File: src/rtl/aes_sink_pkg.sv
// Shared types for the AES ciphertext sink: FSM states and the ciphertext beat type.
package aes_sink_pkg;

    typedef enum logic {SNK_RUN, SNK_LOCKED} snk_state_e;

    localparam int CT_W = 128;

    typedef logic [CT_W-1:0] ct_t;

endpackage

File: src/rtl/aes_ct_fifo.sv
// FWFT FIFO: head visible on rdata the cycle after the push edge, zero when empty.
// Caller must not push when full without a same-cycle pop; flush empties it on the next edge.
module aes_ct_fifo #(
    parameter int DEPTH = 4,
    parameter int W     = 128
) (
    input  logic                     clk,
    input  logic                     rst,
    input  logic                     push,
    input  logic [W-1:0]             wdata,
    input  logic                     pop,
    input  logic                     flush,
    output logic [W-1:0]             rdata,
    output logic                     full,
    output logic                     empty,
    output logic [$clog2(DEPTH):0]   level
);

    localparam int AW = $clog2(DEPTH);
    localparam logic [AW:0] PTR_ONE  = (AW+1)'(1);
    localparam logic [AW:0] FULL_LVL = (AW+1)'(DEPTH);

    logic [W-1:0] mem [DEPTH];
    logic [AW:0]  wr_ptr;
    logic [AW:0]  rd_ptr;

    // Extra pointer bit separates full from empty when the indices coincide.
    assign level = wr_ptr - rd_ptr;
    assign empty = (level == '0);
    assign full  = (level == FULL_LVL);
    assign rdata = empty ? '0 : mem[rd_ptr[AW-1:0]];

    always_ff @(posedge clk) begin
        if (rst || flush) begin
            wr_ptr <= '0;
            rd_ptr <= '0;
        end else begin
            if (push) wr_ptr <= wr_ptr + PTR_ONE;
            if (pop)  rd_ptr <= rd_ptr + PTR_ONE;
        end
    end

    always_ff @(posedge clk) begin
        if (push) mem[wr_ptr[AW-1:0]] <= wdata;
    end

endmodule

File: src/rtl/aes_ct_sink.sv
// AES ciphertext sink: buffers beats into an FWFT FIFO toward ready/valid; flags/outputs update one edge later.
// Backpressure: beats arriving while full are dropped and counted; override alarms lock and flush the path.
module aes_ct_sink
    import aes_sink_pkg::*;
#(
    parameter int DEPTH        = 4,
    parameter int ALARM_THRESH = 3,
    parameter int CNT_W        = 8
) (
    input  logic                     clk_i,
    input  logic                     rst_i,
    input  ct_t                      ct_i,
    input  logic                     valid_i,
    input  logic                     override_i,
    output ct_t                      ct_o,
    output logic                     ct_valid_o,
    input  logic                     ct_ready_i,
    input  logic                     clear_i,
    output logic                     alarm_o,
    output logic                     locked_o,
    output logic [CNT_W-1:0]         alarm_cnt_o,
    output logic [CNT_W-1:0]         drop_cnt_o,
    output logic [$clog2(DEPTH):0]   level_o
);

    localparam logic [CNT_W-1:0] CNT_MAX = '1;
    localparam logic [CNT_W-1:0] CNT_ONE = CNT_W'(1);
    localparam logic [CNT_W-1:0] THRESH  = CNT_W'(ALARM_THRESH);

    snk_state_e       state;
    snk_state_e       state_nxt;
    logic             run;
    logic             full;
    logic             empty;
    logic             push;
    logic             pop;
    logic             drop;
    logic             flush;
    logic             alarm;
    logic [CNT_W-1:0] alarm_cnt;
    logic [CNT_W-1:0] alarm_inc;
    logic [CNT_W-1:0] drop_cnt;

    assign alarm_inc = (alarm_cnt == CNT_MAX) ? alarm_cnt : alarm_cnt + CNT_ONE;

    always_ff @(posedge clk_i) begin
        if (rst_i) state <= SNK_RUN;
        else       state <= state_nxt;
    end

    // Override outranks clear so a clear cannot mask a concurrent alarm.
    always_comb begin
        state_nxt = state;
        case (state)
            SNK_RUN:    if (override_i && alarm_inc == THRESH) state_nxt = SNK_LOCKED;
            SNK_LOCKED: if (clear_i && !override_i)            state_nxt = SNK_RUN;
            default:    state_nxt = SNK_RUN;
        endcase
    end

    always_comb begin
        run        = (state == SNK_RUN);
        locked_o   = (state == SNK_LOCKED);
        ct_valid_o = !empty && run;
    end

    assign pop   = ct_valid_o && ct_ready_i;
    assign push  = valid_i && !override_i && run && (!full || pop);
    assign drop  = valid_i && !override_i && run && full && !pop;
    assign flush = (state_nxt != state);

    always_ff @(posedge clk_i) begin
        if (rst_i) begin
            alarm     <= 1'b0;
            alarm_cnt <= '0;
            drop_cnt  <= '0;
        end else begin
            if (override_i) begin
                alarm     <= 1'b1;
                alarm_cnt <= alarm_inc;
            end else if (clear_i) begin
                alarm     <= 1'b0;
                alarm_cnt <= '0;
            end
            if (drop && drop_cnt != CNT_MAX) drop_cnt <= drop_cnt + CNT_ONE;
        end
    end

    assign alarm_o     = alarm;
    assign alarm_cnt_o = alarm_cnt;
    assign drop_cnt_o  = drop_cnt;

    aes_ct_fifo #(
        .DEPTH (DEPTH),
        .W     (CT_W)
    ) u_fifo (
        .clk   (clk_i),
        .rst   (rst_i),
        .push  (push),
        .wdata (ct_i),
        .pop   (pop),
        .flush (flush),
        .rdata (ct_o),
        .full  (full),
        .empty (empty),
        .level (level_o)
    );

endmodule
File: config.mk
export PLATFORM = sky130hd
export DESIGN_NAME = aes_ct_sink
export DESIGN_NICKNAME = d
export VERILOG_FILES = /design/src/rtl/aes_sink_pkg.sv /design/src/rtl/aes_ct_fifo.sv /design/src/rtl/aes_ct_sink.sv
export SDC_FILE = /design/constraint.sdc
export NUM_CORES = 1
export LEC_CHECK = 0
export BUFFER_PORTS_ARGS = -buffer_cell sky130_fd_sc_hd__buf_2
export CORE_UTILIZATION = 50
export CTS_BUF_LIST = sky130_fd_sc_hd__clkbuf_16
export CTS_CLUSTER_DIAMETER = 120
export CTS_CLUSTER_SIZE = 25
export DETAILED_ROUTE_END_ITERATION = 7
export PLACE_DENSITY_LB_ADDON = 0.2
export SETUP_SLACK_MARGIN = 0.05
export SYNTH_ARGS = -nofsm -noshare
export SYNTH_HDL_FRONTEND = slang
export SYNTH_SLANG_ARGS = --single-unit
File: constraint.sdc
create_clock -name clk_i -period 10.8 [get_ports clk_i]
set_input_delay 1.08 -clock clk_i [delete_from_list [all_inputs] [get_ports clk_i]]
set_output_delay 1.08 -clock clk_i [all_outputs]
set_load 0.1 [all_outputs]
==> qor.csv <==
metric,value,unit
outcome,"complete, no violations",
Reg2Reg Setup Slack,6060,ps
post-route ant nets,0,
Critical Path RT,9720,ps
Worst slew margin,0.236,
crit start category,register,
WL/cell,22.1,um
"commonest non-fill, non-tap cell in the layout",edfxtp_1,
unrepaired setup endpoints after global routing,no,
Clock Latency Late Sink,580,ps
Multi-input gate area,4580,um^2
IO buf count,283,
hold_buf cts,0,
Worst Path Max Fanout,71,
Fin. Hold Viols,0,
RR Endpoint,u_fifo.mem[0][94]$_DFFE_PP_,
Initial Util,0.507,
max-cap check violation count,0,
Nets,1398,
FP Rows,74,
largest net degree at the start of global routing,92,
YS warnings,0,
CTS tree,yes,
clock tree sinks,538,
mapped cell area,20700,um^2
initial antenna violation count,5,
die area,42200,um^2
worst-margin pin slew,1150,ps
Worst Path Arrival,4290,ps
via/cell ratio,5.55,
FILL cells,3085,
setup bufs post-CTS,0,
non-filler instance count after layout,1797,
CP Capture Type,primary output,
Residual DRC,0,
final core occ,0.573,
WS Path Type,register to primary output,
"Seq/Total Area, Yosys",0.768,
I/O pins,284,
Final min period,5370,ps
P&R area growth vs syn,13.0,%
clock root cell,clkbuf_16,
synthesized area per cell,21.1,um^2
HPWL Detailed,23.8,mm
worst reg2reg startpoint,u_fifo.wr_ptr[0]$_SDFFE_PP0P_,
max frequency,186,MHz
most frequent cells in the layout,"edfxtp_1 (512), buf_2 (283), nor2b_1 (131)",
CTS resizes,0,
Worst Hold Depth,2,
setup tns final,0,ps
Cells after Synth,980,
CTS buffer count,25,
vias,9972,
"flops & latches, synth",538,
Final setup viols,0,
Routed WL,39.7,mm
R2R cell count,8,
CTS max path bufs,3,
share of cells above drive strength 1,0.365,
clk_skew,24.9,ps
grt ovf,0,
die height,205,um
gpl congestion,0.816,
Die X,205,um
area of the core,40800,um^2
Clock transition at path regs,110,ps
worst hold path class,register to register,
vias in the first global route,9904,
Hold Path Sink,alarm_o$_SDFFE_PP0P_,
gr usage total,0.185,
hold_sp,alarm_o$_SDFFE_PP0P_,
CTS H-tree lvls,1,
Yosys cell types,44,
number of instances in the placed design,1760,
Tcrit/Tclk final,0.497,
first-pass GRT wire length,58.2,mm
Slew Limit Fails,0,
syn_nets,1123,
Detailed Routing Iterations Pass 1,7,
DRT iter0 DRCs,653,
Reg area,15900,um^2
[metrics by stage]
step | worst slack, ps | cell area, um^2 | hold slack, ps
after floorplan | 5000 | 20700 | 514
after global placement | 5910 | 22700 | 466
after detailed placement | 5920 | 22700 | 475
after CTS | 5360 | 23400 | 499
after global routing | 5220 | 23400 | 529
final | 5430 | 23400 | 491
[Yosys cell counts (all sizes together)]
cell type	instances	share of area
edfxtp	512	0.74
nor2b	131	0.040
mux4	128	0.14
clkbuf	30	0.0054
dfxtp	26	0.025
nor2	19	0.0034
a21oi	17	0.0041
buf	17	0.0044
nand3	10	0.0024
inv	9	0.0016
ha	8	0.0048
o21ai	7	0.0017
nand2	6	0.0011
a31oi	5	0.0015
and2	5	0.0015
nor3	5	0.0012
o31ai	5	0.0018
or3	4	0.0013
mux2i	3	0.0015
nor4	3	0.00091
or4	3	0.0011
xnor2	3	0.0013
a2111oi	2	0.00085
and3	2	0.00060
and4	2	0.00085
nand4	2	0.00060
nor3b	2	0.0013
o2111ai	2	0.0017
xor2	2	0.00085
a311oi	1	0.00042
a41oi	1	0.00042
and3b	1	0.00042
fa	1	0.00097
nand2b	1	0.00030
nor4b	1	0.00042
o21a	1	0.00036
o32a	1	0.00048
or3b	1	0.00042
xor3	1	0.0012
[layer usage]
layer | vias to the layer above | global-route usage | part of all wire
li1 | 4493 | - | -
met1 | 5162 | 0.258 | 0.42
met2 | 266 | 0.307 | 0.50
met3 | 45 | 0.0310 | 0.060
met4 | 6 | 0.0413 | 0.017
met5 | - | 0 | 0.00083
[sequential cells by signal, summed over array words and instances (netlist names), named ones only]
name           count
u_fifo.wr_ptr      3
drop_cnt_o         8
alarm_o            1
u_fifo.rd_ptr      3
alarm_cnt_o        8
locked_o           1
u_fifo.mem       512
[area by class of cell]
cell class | count | share of cell area
clock buffer | 25 | 0.0268
sequential | 538 | 0.680
clock inverter | 10 | 0.00214
antenna | 2 | 0.000214
timing repair buffer | 295 | 0.0650
tap | 532 | 0.0285
inverter | 9 | 0.00144
multi-input combinational | 386 | 0.196
[cells by family (layout without fill, tap and decap cells)]
group	count (synthesis)	in the layout	synth area share
xor gates and xnor gates	6	6	0.00332
and+or+nand+nor	198	198	0.0574
muxes	131	131	0.141
other	0	2	0
DFF	538	538	0.768
buffers and inverters	56	339	0.0114
adders and majority gates	9	9	0.00580
AOI/OAI and AO/OA	42	42	0.0134
[how the worst max path moves through the flow]
stage | slack [ps] | start | to
2_1_floorplan | 5000 | u_fifo.wr_ptr[0]$_SDFFE_PP0P_ | u_fifo.mem[0][0]$_DFFE_PP_
3_3_place_gp | 5910 | override_i | u_fifo.mem[0][46]$_DFFE_PP_
3_5_place_dp | 5920 | override_i | u_fifo.mem[0][67]$_DFFE_PP_
4_1_cts | 5360 | u_fifo.wr_ptr[0]$_SDFFE_PP0P_ | ct_o[4]
5_1_grt | 5220 | u_fifo.wr_ptr[0]$_SDFFE_PP0P_ | ct_o[4]
6_report | 5430 | u_fifo.wr_ptr[0]$_SDFFE_PP0P_ | ct_o[4]
[worst max-delay path, stage by stage (launching register included)]
cell	delay (ps)
dfxtp_1	410
inv_1	100
ha_1	200
fa_1	450
xor3_2	500
nor2_4	130
buf_4	590
buf_4	680
nor2b_1	180
buf_2	340
Power is not shown: default switching activity piles up to over one toggle a cycle in this logic, so the estimate is an artifact.
